==> src/rtl/mips_pkg.sv <==
// mips_pkg: opcode, alu_op and control-state encodings shared by the MIPS control path
package mips_pkg;
    localparam logic [5:0] OP_RTYPE = 6'b000000;
    localparam logic [5:0] OP_LW    = 6'b100011;
    localparam logic [5:0] OP_SW    = 6'b101011;
    localparam logic [5:0] OP_BEQ   = 6'b000100;
    localparam logic [5:0] OP_ADDI  = 6'b001000;
    localparam logic [5:0] OP_J     = 6'b000010;
    localparam logic [1:0] ALUOP_ADD   = 2'b00;
    localparam logic [1:0] ALUOP_SUB   = 2'b01;
    localparam logic [1:0] ALUOP_FUNCT = 2'b10;
    typedef enum logic [3:0] {
        FETCH   = 4'd0,
        DECODE  = 4'd1,
        MEM_ADR = 4'd2,
        MEM_RD  = 4'd3,
        MEM_WB  = 4'd4,
        MEM_WR  = 4'd5,
        R_EX    = 4'd6,
        R_WB    = 4'd7,
        BEQ_EX  = 4'd8,
        ADDI_EX = 4'd9,
        ADDI_WB = 4'd10,
        J_EX    = 4'd11
    } state_t;
    function automatic logic op_legal(input logic [5:0] op);
        return op inside {OP_RTYPE, OP_LW, OP_SW, OP_BEQ, OP_ADDI, OP_J};
    endfunction
endpackage

==> src/rtl/main_cu_fsm_if.sv <==
// main_cu_fsm_if: control-unit to datapath bundle; master is the control unit, slave the datapath
interface main_cu_fsm_if;
    logic [5:0] opcode;
    logic       zero;
    logic       mem_ready;
    logic       pc_en;
    logic       ir_write;
    logic       mem_read;
    logic       mem_write;
    logic       reg_write;
    logic       iord;
    logic       reg_dst;
    logic       mem_to_reg;
    logic       alu_src_a;
    logic [1:0] alu_src_b;
    logic [1:0] pc_src;
    logic [1:0] alu_op;
    logic       illegal;
    logic [3:0] state;
    modport master (
        input  opcode, zero, mem_ready,
        output pc_en, ir_write, mem_read, mem_write, reg_write, iord, reg_dst,
               mem_to_reg, alu_src_a, alu_src_b, pc_src, alu_op, illegal, state
    );
    modport slave (
        output opcode, zero, mem_ready,
        input  pc_en, ir_write, mem_read, mem_write, reg_write, iord, reg_dst,
               mem_to_reg, alu_src_a, alu_src_b, pc_src, alu_op, illegal, state
    );
endinterface

==> src/rtl/main_cu_decode.sv <==
// main_cu_decode: maps control state plus mem_ready/zero to datapath enables and selects
module main_cu_decode
    import mips_pkg::*;
(
    input  logic       i_rst_n,
    input  state_t     i_state,
    input  logic [5:0] i_opcode,
    input  logic       i_mem_ready,
    input  logic       i_zero,
    output logic       o_pc_en,
    output logic       o_ir_write,
    output logic       o_mem_read,
    output logic       o_mem_write,
    output logic       o_reg_write,
    output logic       o_iord,
    output logic       o_reg_dst,
    output logic       o_mem_to_reg,
    output logic       o_alu_src_a,
    output logic [1:0] o_alu_src_b,
    output logic [1:0] o_pc_src,
    output logic [1:0] o_alu_op,
    output logic       o_illegal
);
    logic w_pc_write, w_branch, w_ir_write, w_mem_read, w_mem_write, w_reg_write, w_illegal;

    // Selects default to their FETCH values so reset and unused states look like FETCH
    always_comb begin
        w_pc_write   = 1'b0;
        w_branch     = 1'b0;
        w_ir_write   = 1'b0;
        w_mem_read   = 1'b0;
        w_mem_write  = 1'b0;
        w_reg_write  = 1'b0;
        w_illegal    = 1'b0;
        o_iord       = 1'b0;
        o_reg_dst    = 1'b0;
        o_mem_to_reg = 1'b0;
        o_alu_src_a  = 1'b0;
        o_alu_src_b  = 2'b01;
        o_pc_src     = 2'b00;
        o_alu_op     = ALUOP_ADD;
        case (i_state)
            FETCH: begin
                w_mem_read = 1'b1;
                w_ir_write = i_mem_ready;
                w_pc_write = i_mem_ready;
            end
            DECODE: begin
                o_alu_src_b = 2'b11;
                w_illegal   = !op_legal(i_opcode);
            end
            MEM_ADR, ADDI_EX: begin
                o_alu_src_a = 1'b1;
                o_alu_src_b = 2'b10;
            end
            MEM_RD: begin
                w_mem_read = 1'b1;
                o_iord     = 1'b1;
            end
            MEM_WB: begin
                w_reg_write  = 1'b1;
                o_mem_to_reg = 1'b1;
            end
            MEM_WR: begin
                o_iord      = 1'b1;
                w_mem_write = i_mem_ready;
            end
            R_EX: begin
                o_alu_src_a = 1'b1;
                o_alu_src_b = 2'b00;
                o_alu_op    = ALUOP_FUNCT;
            end
            R_WB: begin
                w_reg_write = 1'b1;
                o_reg_dst   = 1'b1;
            end
            BEQ_EX: begin
                o_alu_src_a = 1'b1;
                o_alu_src_b = 2'b00;
                o_alu_op    = ALUOP_SUB;
                o_pc_src    = 2'b01;
                w_branch    = 1'b1;
            end
            ADDI_WB: w_reg_write = 1'b1;
            J_EX: begin
                o_pc_src   = 2'b10;
                w_pc_write = 1'b1;
            end
            default: ;
        endcase
    end

    assign o_pc_en     = i_rst_n & (w_pc_write | (w_branch & i_zero));
    assign o_ir_write  = i_rst_n & w_ir_write;
    assign o_mem_read  = i_rst_n & w_mem_read;
    assign o_mem_write = i_rst_n & w_mem_write;
    assign o_reg_write = i_rst_n & w_reg_write;
    assign o_illegal   = i_rst_n & w_illegal;
endmodule

==> src/rtl/main_cu_fsm.sv <==
// main_cu_fsm: multicycle MIPS main control unit; state and latched opcode registers plus next-state logic
module main_cu_fsm
    import mips_pkg::*;
(
    input  logic clk,
    input  logic rst_n,
    main_cu_fsm_if.master bus
);
    state_t     r_state, w_next;
    logic [5:0] r_opcode;

    always_ff @(posedge clk or negedge rst_n) begin
        if (!rst_n) begin
            r_state  <= FETCH;
            r_opcode <= '0;
        end else begin
            r_state <= w_next;
            if (r_state == DECODE) r_opcode <= bus.opcode;
        end
    end

    // MEM_ADR steers on the latched opcode; the IR may already be changing by then
    always_comb begin
        w_next = FETCH;
        case (r_state)
            FETCH:   w_next = bus.mem_ready ? DECODE : FETCH;
            DECODE: begin
                case (bus.opcode)
                    OP_RTYPE:     w_next = R_EX;
                    OP_LW, OP_SW: w_next = MEM_ADR;
                    OP_BEQ:       w_next = BEQ_EX;
                    OP_ADDI:      w_next = ADDI_EX;
                    OP_J:         w_next = J_EX;
                    default:      w_next = FETCH;
                endcase
            end
            MEM_ADR: w_next = (r_opcode == OP_LW) ? MEM_RD : MEM_WR;
            MEM_RD:  w_next = bus.mem_ready ? MEM_WB : MEM_RD;
            MEM_WR:  w_next = bus.mem_ready ? FETCH : MEM_WR;
            R_EX:    w_next = R_WB;
            ADDI_EX: w_next = ADDI_WB;
            default: w_next = FETCH;
        endcase
    end

    assign bus.state = r_state;

    main_cu_decode u_decode (
        .i_rst_n      (rst_n),
        .i_state      (r_state),
        .i_opcode     (bus.opcode),
        .i_mem_ready  (bus.mem_ready),
        .i_zero       (bus.zero),
        .o_pc_en      (bus.pc_en),
        .o_ir_write   (bus.ir_write),
        .o_mem_read   (bus.mem_read),
        .o_mem_write  (bus.mem_write),
        .o_reg_write  (bus.reg_write),
        .o_iord       (bus.iord),
        .o_reg_dst    (bus.reg_dst),
        .o_mem_to_reg (bus.mem_to_reg),
        .o_alu_src_a  (bus.alu_src_a),
        .o_alu_src_b  (bus.alu_src_b),
        .o_pc_src     (bus.pc_src),
        .o_alu_op     (bus.alu_op),
        .o_illegal    (bus.illegal)
    );
endmodule
==> src/flat_wrapper.sv <==
// flat-port wrapper written by rule: the top's interface ports become plain ports
module main_cu_fsm_flat import mips_pkg::*;
  (clk, rst_n, bus_opcode, bus_zero, bus_mem_ready, bus_pc_en, bus_ir_write, bus_mem_read, bus_mem_write, bus_reg_write, bus_iord, bus_reg_dst, bus_mem_to_reg, bus_alu_src_a, bus_alu_src_b, bus_pc_src, bus_alu_op, bus_illegal, bus_state);
  main_cu_fsm_if bus_i ();
  input  logic clk;
  input  logic rst_n;
  input wire logic [$bits(bus_i.opcode)-1:0] bus_opcode;
  input wire logic [$bits(bus_i.zero)-1:0] bus_zero;
  input wire logic [$bits(bus_i.mem_ready)-1:0] bus_mem_ready;
  output wire logic [$bits(bus_i.pc_en)-1:0] bus_pc_en;
  output wire logic [$bits(bus_i.ir_write)-1:0] bus_ir_write;
  output wire logic [$bits(bus_i.mem_read)-1:0] bus_mem_read;
  output wire logic [$bits(bus_i.mem_write)-1:0] bus_mem_write;
  output wire logic [$bits(bus_i.reg_write)-1:0] bus_reg_write;
  output wire logic [$bits(bus_i.iord)-1:0] bus_iord;
  output wire logic [$bits(bus_i.reg_dst)-1:0] bus_reg_dst;
  output wire logic [$bits(bus_i.mem_to_reg)-1:0] bus_mem_to_reg;
  output wire logic [$bits(bus_i.alu_src_a)-1:0] bus_alu_src_a;
  output wire logic [$bits(bus_i.alu_src_b)-1:0] bus_alu_src_b;
  output wire logic [$bits(bus_i.pc_src)-1:0] bus_pc_src;
  output wire logic [$bits(bus_i.alu_op)-1:0] bus_alu_op;
  output wire logic [$bits(bus_i.illegal)-1:0] bus_illegal;
  output wire logic [$bits(bus_i.state)-1:0] bus_state;
  assign bus_i.opcode = bus_opcode;
  assign bus_i.zero = bus_zero;
  assign bus_i.mem_ready = bus_mem_ready;
  assign bus_pc_en = bus_i.pc_en;
  assign bus_ir_write = bus_i.ir_write;
  assign bus_mem_read = bus_i.mem_read;
  assign bus_mem_write = bus_i.mem_write;
  assign bus_reg_write = bus_i.reg_write;
  assign bus_iord = bus_i.iord;
  assign bus_reg_dst = bus_i.reg_dst;
  assign bus_mem_to_reg = bus_i.mem_to_reg;
  assign bus_alu_src_a = bus_i.alu_src_a;
  assign bus_alu_src_b = bus_i.alu_src_b;
  assign bus_pc_src = bus_i.pc_src;
  assign bus_alu_op = bus_i.alu_op;
  assign bus_illegal = bus_i.illegal;
  assign bus_state = bus_i.state;
  main_cu_fsm u_core (.clk(clk), .rst_n(rst_n), .bus(bus_i));
endmodule
==> config.mk <==
export PLATFORM = sky130hd
export DESIGN_NAME = main_cu_fsm_flat
export DESIGN_NICKNAME = d
export VERILOG_FILES = /design/src/rtl/mips_pkg.sv /design/src/rtl/main_cu_fsm_if.sv /design/src/rtl/main_cu_decode.sv /design/src/rtl/main_cu_fsm.sv /design/src/flat_wrapper.sv
export SDC_FILE = /design/constraint.sdc
export NUM_CORES = 1
export LEC_CHECK = 0
export CAP_MARGIN = 20
export CORE_MARGIN = 1.5
export CORE_UTILIZATION = 43
export DETAILED_ROUTE_END_ITERATION = 10
export PLACE_DENSITY = 0.78
export SLEW_MARGIN = 30
export SYNTH_ARGS = -nofsm -noshare
export SYNTH_HDL_FRONTEND = slang
export SYNTH_HIERARCHICAL = 1
export SYNTH_SLANG_ARGS = --single-unit
==> constraint.sdc <==
create_clock -name clk -period 1.7 [get_ports clk]
set_clock_uncertainty 0.1 [all_clocks]
set_input_delay 0.34 -clock clk [delete_from_list [all_inputs] [get_ports clk]]
set_output_delay 0.34 -clock clk [all_outputs]
set_load 0.005 [all_outputs]
==> results.tsv, run 1 <==
stage	metric	value	unit
run_status	outcome	stopped before the end	
run_status	last-stage-reached	global routing (5_1_grt)	
run_status	stop_error	[ERROR DPL-0038] Utilization greater than 100%, impossible to legalize	
place	place.gp.congestion	0.824	
logic_synthesis	postSynthNetCount	98	
place	place_worst_setup_slack	-0.634	ns
logic_synthesis	largest_family_of_logic_cells_by_synthesized_area	simple AND/OR/NAND/NOR gates	
cts	cts_root_buf	sky130_fd_sc_hd__clkbuf_4	
logic_synthesis	syn_area	807	sq um
logic_synthesis	yosys.area_share.xor_xnor	3.26	%
logic_synthesis	postSynthCellCount	88	
logic_synthesis	synth-warning-count	6	
logic_synthesis	ys_top_cells_by_area	sky130_fd_sc_hd__dfrtp_1 31%, sky130_fd_sc_hd__mux2_2 5.6%, sky130_fd_sc_hd__nor2_1 4.7%, sky130_fd_sc_hd__nand2b_1 3.1%, sky130_fd_sc_hd__mux2_1 2.8%	
logic_synthesis	synth_ff_type	sky130_fd_sc_hd__dfrtp_1	
logic_synthesis	synth.avg_cell_area	9.17	sq um
logic_synthesis	synth.cells.most_frequent	10 x sky130_fd_sc_hd__dfrtp_1, 10 x sky130_fd_sc_hd__nor2_1, 4 x sky130_fd_sc_hd__mux2_2, 4 x sky130_fd_sc_hd__nand2b_1, 4 x sky130_fd_sc_hd__nor3_1	
logic_synthesis	synth.yosys.seq_area_share	31.0	%
logic_synthesis	synthDominantAreaCellType	sky130_fd_sc_hd__dfrtp_1	
floorplan	floorplan.initialDensity	46.2	%
floorplan	pin_count	30	
cts	clock_sinks	10	
logic_synthesis	synthMuxAreaShare	10.9	%
logic_synthesis	synth_largest_type_area_fraction	31.0	%
cts	hold_buffers	0	
cts	cts-buffers-inserted	3	
cts	clock_path_buffers	2	
logic_synthesis	async_flop_share	100	%
logic_synthesis	synth-edff-count	0	
floorplan	die_width	46.3	um
cts	htreeDepth	1	
logic_synthesis	synth_adder_area_share	1.40	%
logic_synthesis	yosys.cell_types.count	42	
floorplan	die_h	46.3	um
global_routing	grt_max_degree	9	
logic_synthesis	synth-seq-cells	10	
place	place.detailed.hpwl	1.75	mm
timing	repair-timing-grt-worst-ep	bus_pc_en	
logic_synthesis	synth_compound_gate_area_share	15.7	%
timing	worst-endpoint-pin-kind	output port	
logic_synthesis	yosys.area_share.simple	32.9	%
floorplan	std_cell_rows	15	
place	buffer_ports.inserted	29	
## timing repair
action,CTS
setup buffers,19
pin swaps,14
endpoints found under the hold margin,0
cloned,0
endpoints found under the setup margin,26
gates resized for setup,117
## cell families after synthesis
group / count (synthesis)
AOI/OAI and AO/OA: 18
xor gates and xnor gates: 3
adders and majority gates: 1
buffers and inverters: 7
DFF: 10
muxes: 8
and+or+nand+nor: 41
## per-stage QoR
stage | cell area [sq um] | hold slack [ns] | TNS, ns | instances
after floorplan | 807 | -0.0556 | 0 | 88
after CTS | 1590 | 0.0583 | -0.667 | 189
after detailed placement | 1320 | 0.380 | -5.12 | 166
after global placement | 1320 | 0.366 | -4.68 | 166
==> inputs of run 2 (changes only) <==
--- a/config.mk
+++ b/config.mk
@@ -6,10 +6,10 @@
 export NUM_CORES = 1
 export LEC_CHECK = 0
 export CAP_MARGIN = 20
-export CORE_MARGIN = 1.5
-export CORE_UTILIZATION = 43
+export CORE_AREA = 2 2 63 65
 export DETAILED_ROUTE_END_ITERATION = 10
-export PLACE_DENSITY = 0.78
+export DIE_AREA = 0 0 65 67
+export PLACE_DENSITY_LB_ADDON = 0.15
 export SLEW_MARGIN = 30
 export SYNTH_ARGS = -nofsm -noshare
 export SYNTH_HDL_FRONTEND = slang
==> run 2 against run 1 <==
Net effect:
- the flow now finishes, with violations (negative setup slack)
- area after synthesis unchanged
- synthesized cell count unchanged
==> results.tsv, run 2 <==
stage	metric	value	unit	change
cts	clock_network_latency_to_the_later_pin_of_the_worst_skew_pair	0.23	ns	
place	cell_area_after_placement	0.00136	sq mm	+2.7%
setup_path	path_type_of_the_worst_setup_path	flop to primary output		
setup_path	reg2reg_slack	0	ns	
logic_synthesis	synthDominantAreaCellType	sky130_fd_sc_hd__dfrtp_1		
timing	timing_hold_violations_final	0		
setup_path	critical-path-top-cell-by-count	sky130_fd_sc_hd__buf_6		
logic_synthesis	synth-seq-cells	10		unchanged
run_status	failed_checks	negative setup slack		
logic_synthesis	synth.cells.most_frequent	10 x sky130_fd_sc_hd__dfrtp_1, 10 x sky130_fd_sc_hd__nor2_1, 4 x sky130_fd_sc_hd__mux2_2, 4 x sky130_fd_sc_hd__nand2b_1, 4 x sky130_fd_sc_hd__nor3_1		
timing	maxSlewHeadroom	81.5	%	
floorplan	placeable_core_area	0.00361	sq mm	
logic_synthesis	synth-warning-count	6		unchanged
setup_path	crit_slowest_cell	sky130_fd_sc_hd__dfrtp_2		
final_layout	share_of_cells_above_drive_strength_1	67.6	%	
floorplan	die_width	65	um	+40%
floorplan	std_cell_rows	22		+7
global_routing	grt_remaining_overflow	0		
logic_synthesis	synth-edff-count	0		unchanged
final_layout	mostFrequentLayoutCells	32 x sky130_fd_sc_hd__buf_4, 19 x sky130_fd_sc_hd__buf_6, 15 x sky130_fd_sc_hd__buf_2		
pwr	ir_worst_vdd	0.789	mV	
final_layout	fin_area	0.00181	sq mm	
setup_path	worstSetupEndpointType	primary output		
timing	count_of_final_setup_violators	11		
logic_synthesis	syn_area	807	sq um	unchanged
place	place.detailed.hpwl	1.99	mm	+14%
timing	worst-slew-pin-transition	0.277	ns	
setup_path	setup.worst_path.start_class	flop		
cts	cts_root_buf	sky130_fd_sc_hd__clkbuf_8		
final_layout	areaGrowthSynthToFinish	124	%	
job	cap_viol_max_count	0		
global_routing	grt_max_degree	10		
cts	clock_sinks	10		unchanged
cts	clock_path_buffers	2		unchanged
detailed_routing	vias	978		
setup_path	timing.critical_path.slowest_cell_delay	0.43	ns	
logic_synthesis	postSynthNetCount	98		unchanged
floorplan	dieArea	0.00436	sq mm	
final_layout	nNetsFinal	181		
detailed_routing	vias_per_cell	4.49		
logic_synthesis	synth_ff_type	sky130_fd_sc_hd__dfrtp_1		
detailed_routing	total_drc_errors_in_the_routed_layout	0		
detailed_routing	firstDrtPassIters	4		
pwr	power	1380	uW	
setup_path	critical_path.cell_chain	buf_6 > buf_6 > xor2_2 > o22ai_1 > and2_1 > buf_2		
detailed_routing	drt-initial-drc-count	11		
logic_synthesis	yosys.cell_types.count	42		unchanged
place	buffer_ports.inserted	29		unchanged
logic_synthesis	synth.avg_cell_area	9.17	sq um	unchanged
run_status	outcome	finished, violations left		
global_routing	first_global_vias	1017		
timing	fmax	544	MHz	
cts	hold_buffers	0		unchanged
timing	period_needed	1.84	ns	
setup_path	critical_path_buf_inv_count	3		
timing	post-route-worst-setup-slack	-0.137	ns	
timing	grt_setup_unrepaired	yes		
hold_path	hold_path.class	input port to async pin		
logic_synthesis	async_flop_share	100	%	unchanged
setup_path	timing.critical_path.required	1.26	ns	
timing	finalCritPeriodShare	108	%	
cts	cts_tree	done		
cts	htreeDepth	1		unchanged
setup_path	cp_top_family	flip-flops		
detailed_routing	drt-total-wl	2.88	mm	
floorplan	floorplan.initialDensity	22.4	%	-24 points
final_layout	largest_register_ff_count	6		
logic_synthesis	synth.yosys.seq_area_share	31.0	%	unchanged
setup_path	biggest_fanout_along_the_worst_timing_path	4		
detailed_routing	detail_route.wl_per_cell	13.2	um	
logic_synthesis	postSynthCellCount	88		unchanged
pwr	leakage	0.000847	uW	
place	place.gp.congestion	0.801		-2.7%
global_routing	grt_first_pass_wirelength	4.62	mm	
cts	cts-buffers-inserted	3		unchanged
cts	worst_setup_hold_path_clk_slew	0.04	ns	
pwr	power.density	765	mW/mm^2	
setup_path	worst-endpoint-arrival	1.40	ns	
global_routing	grt_antenna_before_repair	0		
logic_synthesis	ys_top_cells_by_area	sky130_fd_sc_hd__dfrtp_1 31%, sky130_fd_sc_hd__mux2_2 5.6%, sky130_fd_sc_hd__nor2_1 4.7%, sky130_fd_sc_hd__nand2b_1 3.1%, sky130_fd_sc_hd__mux2_1 2.8%		
detailed_routing	antenna_violating_nets_post_route	0		
floorplan	die_h	67	um	+45%
final_layout	n_antenna_cell	0		
logic_synthesis	synth_largest_type_area_fraction	31.0	%	unchanged
final_layout	largest_register	u_core/r_opcode		
final_layout	mostFrequentLayoutCell	sky130_fd_sc_hd__buf_4		
timing	timing.final.max_slew_violations	0		
floorplan	pin_count	30		unchanged
global_routing	gr-usage-all-layers	13.5	%	
[run 2: cell counts after synthesis]
No cell type changed its count.
[run 2: path summary, 6_finish.rpt]
kind                       cells after the start                   to                 from
setup / recovery                               6        bus_reg_write  u_core/bus.state[1]
hold / removal                                 2  u_core/bus.state[0]                rst_n
setup reg to reg                               6   u_core/r_opcode[4]  u_core/bus.state[1]
hold reg to reg                                1   u_core/r_opcode[5]   u_core/r_opcode[5]
max in group asynchronous                      3   u_core/r_opcode[2]                rst_n
min in group clk                               3   u_core/r_opcode[2]        bus_opcode[2]
[run 2: logic make-up after synthesis]
kind of cell               after synthesis  share of synthesized area, %
AOI/OAI and AO/OA                       18                          15.7
xor gates and xnor gates                 3                          3.26
buffers and inverters                    7                          4.96
DFF                                     10                          31.0
adders and majority gates                1                          1.40
and+or+nand+nor                         41                          32.9
muxes                                    8                          10.9
[run 2: cell type report]
type / instances / area (sq um)
Fill cell: 345 / 1800
Timing Repair Buffer: 82 / 712
Sequential cell: 10 / 255
Tap cell: 48 / 60.1
Multi-Input combinational cell: 71 / 712
Clock buffer: 4 / 55.1
Inverter: 3 / 11.3
[run 2: repair_timing]
action,4_1_cts,5_1_grt
setup endpoints to repair,20,26
gates cloned,0,1
buffers inserted,20,6
pin swaps,14,15
resized for setup,114,35
[run 2: worst register-to-register path, delay by kind of cell (launching register included)]
family | cells | cell delay, ns
multiplexers | 1 | 0.30
flip-flops | 1 | 0.43
buffers and inverters | 4 | 0.56
AND/OR/NAND/NOR | 1 | 0.19
[run 2: metal layers]
layer / global-route usage, % / wire, um / up-vias
met1: 14.3 / 1150 / 463
met3: 2.87 / 130 / 0
li1: - / - / 488
met2: 28.1 / 1590 / 27
met4: 0.798 / 0 / 0
met5: 0 / 0 / -
[run 2: stage by stage]
step | utilization, % | cells | worst slack (ns) | setup TNS, ns | hold slack [ns]
global placement | 37.7 | 190 | -0.692 | -5.49 | 0.370
global route | 50.1 | 218 | -0.221 | -1.90 | 0.113
finish | 50.1 | 218 | -0.137 | -0.863 | 0.109
detailed placement | 37.7 | 190 | -0.685 | -5.51 | 0.372
CTS | 45.9 | 214 | -0.185 | -1.14 | 0.115
floorplan | - | 88 | 0.171 | 0 | -0.0556
[run 2: report_power, final]
group,total [uW],leakage [uW],internal (uW),switching [uW]
clock,281,0.0000288,202,78.8
sequential,369,0.000118,309,60.5
combinational,731,0.000700,445,286
Note: power is estimated with default switching activity, not from simulation.
==> inputs of run 3 (changes only) <==
--- a/config.mk
+++ b/config.mk
@@ -9,6 +9,8 @@
 export CORE_AREA = 2 2 63 65
 export DETAILED_ROUTE_END_ITERATION = 10
 export DIE_AREA = 0 0 65 67
+export HOLD_SLACK_MARGIN = 0.02
+export MAX_ROUTING_LAYER = met4
 export PLACE_DENSITY_LB_ADDON = 0.15
 export SLEW_MARGIN = 30
 export SYNTH_ARGS = -nofsm -noshare
==> run 3 against run 2 <==
Net effect:
- the run still ends with negative setup slack left
- highest routed layer is now met4
- first-iteration DRC count increased by 18%
- global-route usage increased by 0.36 points
- non-clock buffer count unchanged
- final area unchanged
- clock-buffer cell count unchanged
==> results.tsv, run 3 (synthesis results as in run 2) <==
stage	metric	value	unit	change
timing	maxSlewHeadroom	82.1	%	+0.55 points
cts	clock_sinks	10		unchanged
global_routing	grt_first_pass_wirelength	4.62	mm	unchanged
job	cap_viol_max_count	0		unchanged
place	buffer_ports.inserted	29		unchanged
timing	period_needed	1.83	ns	-0.00248 ns
final_layout	nNetsFinal	181		unchanged
global_routing	grt_max_degree	10		unchanged
cts	worst_setup_hold_path_clk_slew	0.04	ns	about the same
final_layout	share_of_cells_above_drive_strength_1	67.6	%	unchanged
floorplan	die_width	65	um	unchanged
final_layout	fillerInstances	345		unchanged
timing	fin_worst_hold_slack	0.106	ns	-0.00268 ns
run_status	outcome	finished, violations left		
detailed_routing	total_drc_errors_in_the_routed_layout	0		unchanged
floorplan	std_cell_rows	22		unchanged
place	place.detailed.hpwl	1.99	mm	unchanged
setup_path	setup.worst_path.start_class	flop		
setup_path	timing.critical_path.required	1.26	ns	about the same
setup_path	r2r-start	u_core/bus.state[1]		
timing	finalCritPeriodShare	108	%	-0.15 points
detailed_routing	drt-initial-drc-count	13		+2
timing	grt_setup_unrepaired	yes		
cts	hold_buffers	0		unchanged
pwr	ir_worst_vdd	0.787	mV	-0.24%
setup_path	path_type_of_the_worst_setup_path	flop to primary output		
timing	post-route-worst-setup-slack	-0.135	ns	+0.00248 ns
cts	cts_tree	done		
floorplan	floorplan.initialDensity	22.4	%	unchanged
timing	fmax	545	MHz	+0.14%
setup_path	worstSetupEndpointType	primary output		
pwr	power	1380	uW	about the same
timing	timing_hold_violations_final	0		unchanged
setup_path	rr_endpoint	u_core/r_opcode[4]		
global_routing	grt_remaining_overflow	0		unchanged
detailed_routing	firstDrtPassIters	4		unchanged
cts	htreeDepth	1		unchanged
pwr	leakage	0.000847	uW	unchanged
hold_path	hold_path.class	input port to async pin		
final_layout	largest_register	u_core/r_opcode		
floorplan	placeable_core_area	0.00361	sq mm	unchanged
floorplan	pin_count	30		unchanged
timing	worst-slew-pin-transition	0.269	ns	-0.00819 ns
cts	clock_path_buffers	2		unchanged
run_status	failed_checks	negative setup slack		
setup_path	worst-endpoint-arrival	1.39	ns	about the same
floorplan	dieArea	0.00436	sq mm	unchanged
timing	count_of_final_setup_violators	12		+1
final_layout	largest_register_ff_count	6		unchanged
global_routing	gr-usage-all-layers	13.9	%	+0.36 points
timing	timing.final.max_slew_violations	0		unchanged
final_layout	ff_latch_area	255	sq um	unchanged
cts	cts-buffers-inserted	3		unchanged
final_layout	n_antenna_cell	0		unchanged
global_routing	grt_antenna_before_repair	0		unchanged
final_layout	areaGrowthSynthToFinish	124	%	unchanged
setup_path	r2r.worst_path.cells	6		unchanged
floorplan	die_h	67	um	unchanged
global_routing	first_global_vias	1016		-0.098%
detailed_routing	vias_per_cell	4.47		-0.31%
place	place.gp.congestion	0.813		+1.4%
setup_path	reg2reg_slack	0	ns	unchanged
detailed_routing	antenna_violating_nets_post_route	0		unchanged
cts	clock_network_latency_to_the_later_pin_of_the_worst_skew_pair	0.23	ns	about the same
final_layout	multi_input_comb_area	712	sq um	unchanged
setup_path	biggest_fanout_along_the_worst_timing_path	4		unchanged
cts	cts_root_buf	sky130_fd_sc_hd__clkbuf_8		
detailed_routing	vias	975		-0.31%
detailed_routing	detail_route.wl_per_cell	13.1	um	-0.76%
final_layout	mostFrequentLayoutCell	sky130_fd_sc_hd__buf_4		
final_layout	mostFrequentLayoutCells	32 x sky130_fd_sc_hd__buf_4, 19 x sky130_fd_sc_hd__buf_6, 15 x sky130_fd_sc_hd__buf_2		
detailed_routing	drt-total-wl	2.86	mm	-0.76%
pwr	power.density	765	mW/mm^2	about the same
==> run 3: layer usage <==
| layer | vias to the layer above | global-route usage (%) | share of wire [%] |
|---|---|---|---|
| met5 | - | - | 0 |
| li1 | 488 | - | - |
| met4 | 0 | 0.798 | 0.21 |
| met1 | 460 | 14.3 | 40 |
| met3 | 2 | 2.87 | 4.4 |
| met2 | 25 | 28.1 | 55 |
==> run 3: timing repair <==
action                     in CTS  in global routing
gates resized for setup       114                 35
setup buffers                  20                  6
cloned                          0                  1
setup endpoints to repair      20                 26
pin swaps                      14                 15
==> run 3: cell type report <==
cell class / count / share of cell area, %
clock buffers: 4 / 3.05
inverters: 3 / 0.624
multi-input cells: 71 / 39.4
flip-flops and latches: 10 / 14.1
well taps: 48 / 3.33
repair buffers: 82 / 39.4
==> run 3: worst max path at each step <==
stage | from | slack [ns] | endpoint | cells after the start
after global placement | bus_opcode[2] | -0.69 | bus_illegal | 5
after global routing | u_core/bus.state[1] | -0.22 | bus_reg_write | 6
final | u_core/bus.state[1] | -0.13 | bus_reg_write | 6
after CTS | u_core/bus.state[1] | -0.19 | bus_ir_write | 5
after detailed placement | bus_opcode[2] | -0.68 | bus_illegal | 5
after floorplan | u_core/bus.state[2] | 0.17 | u_core/r_opcode[0] | 3
==> run 3: metrics by stage <==
step	cells	utilization [%]	area, sq um	TNS, ns	worst slack (ns)
floorplan	88	-	807	0	0.171
global placement	190	37.7	1360	-5.49	-0.692
detailed placement	190	37.7	1360	-5.51	-0.685
CTS	214	45.9	1660	-1.14	-0.185
global route	218	50.1	1810	-1.90	-0.221
finish	218	50.1	1810	-0.859	-0.135
==> run 3: power breakdown <==
part / internal [uW] / total, uW / switching (uW)
Combinational: 445 / 730 / 286
Clock: 202 / 281 / 78.5
Sequential: 309 / 370 / 60.6
Total: 956 / 1380 / 425
==> run 3: critical path, stage by stage (launching register included) <==
cell and delay [ns]:
sky130_fd_sc_hd__dfrtp_2 0.43, sky130_fd_sc_hd__buf_6 0.13, sky130_fd_sc_hd__buf_6 0.11, sky130_fd_sc_hd__xor2_2 0.14, sky130_fd_sc_hd__o22ai_1 0.08, sky130_fd_sc_hd__and2_1 0.16, sky130_fd_sc_hd__buf_2 0.12
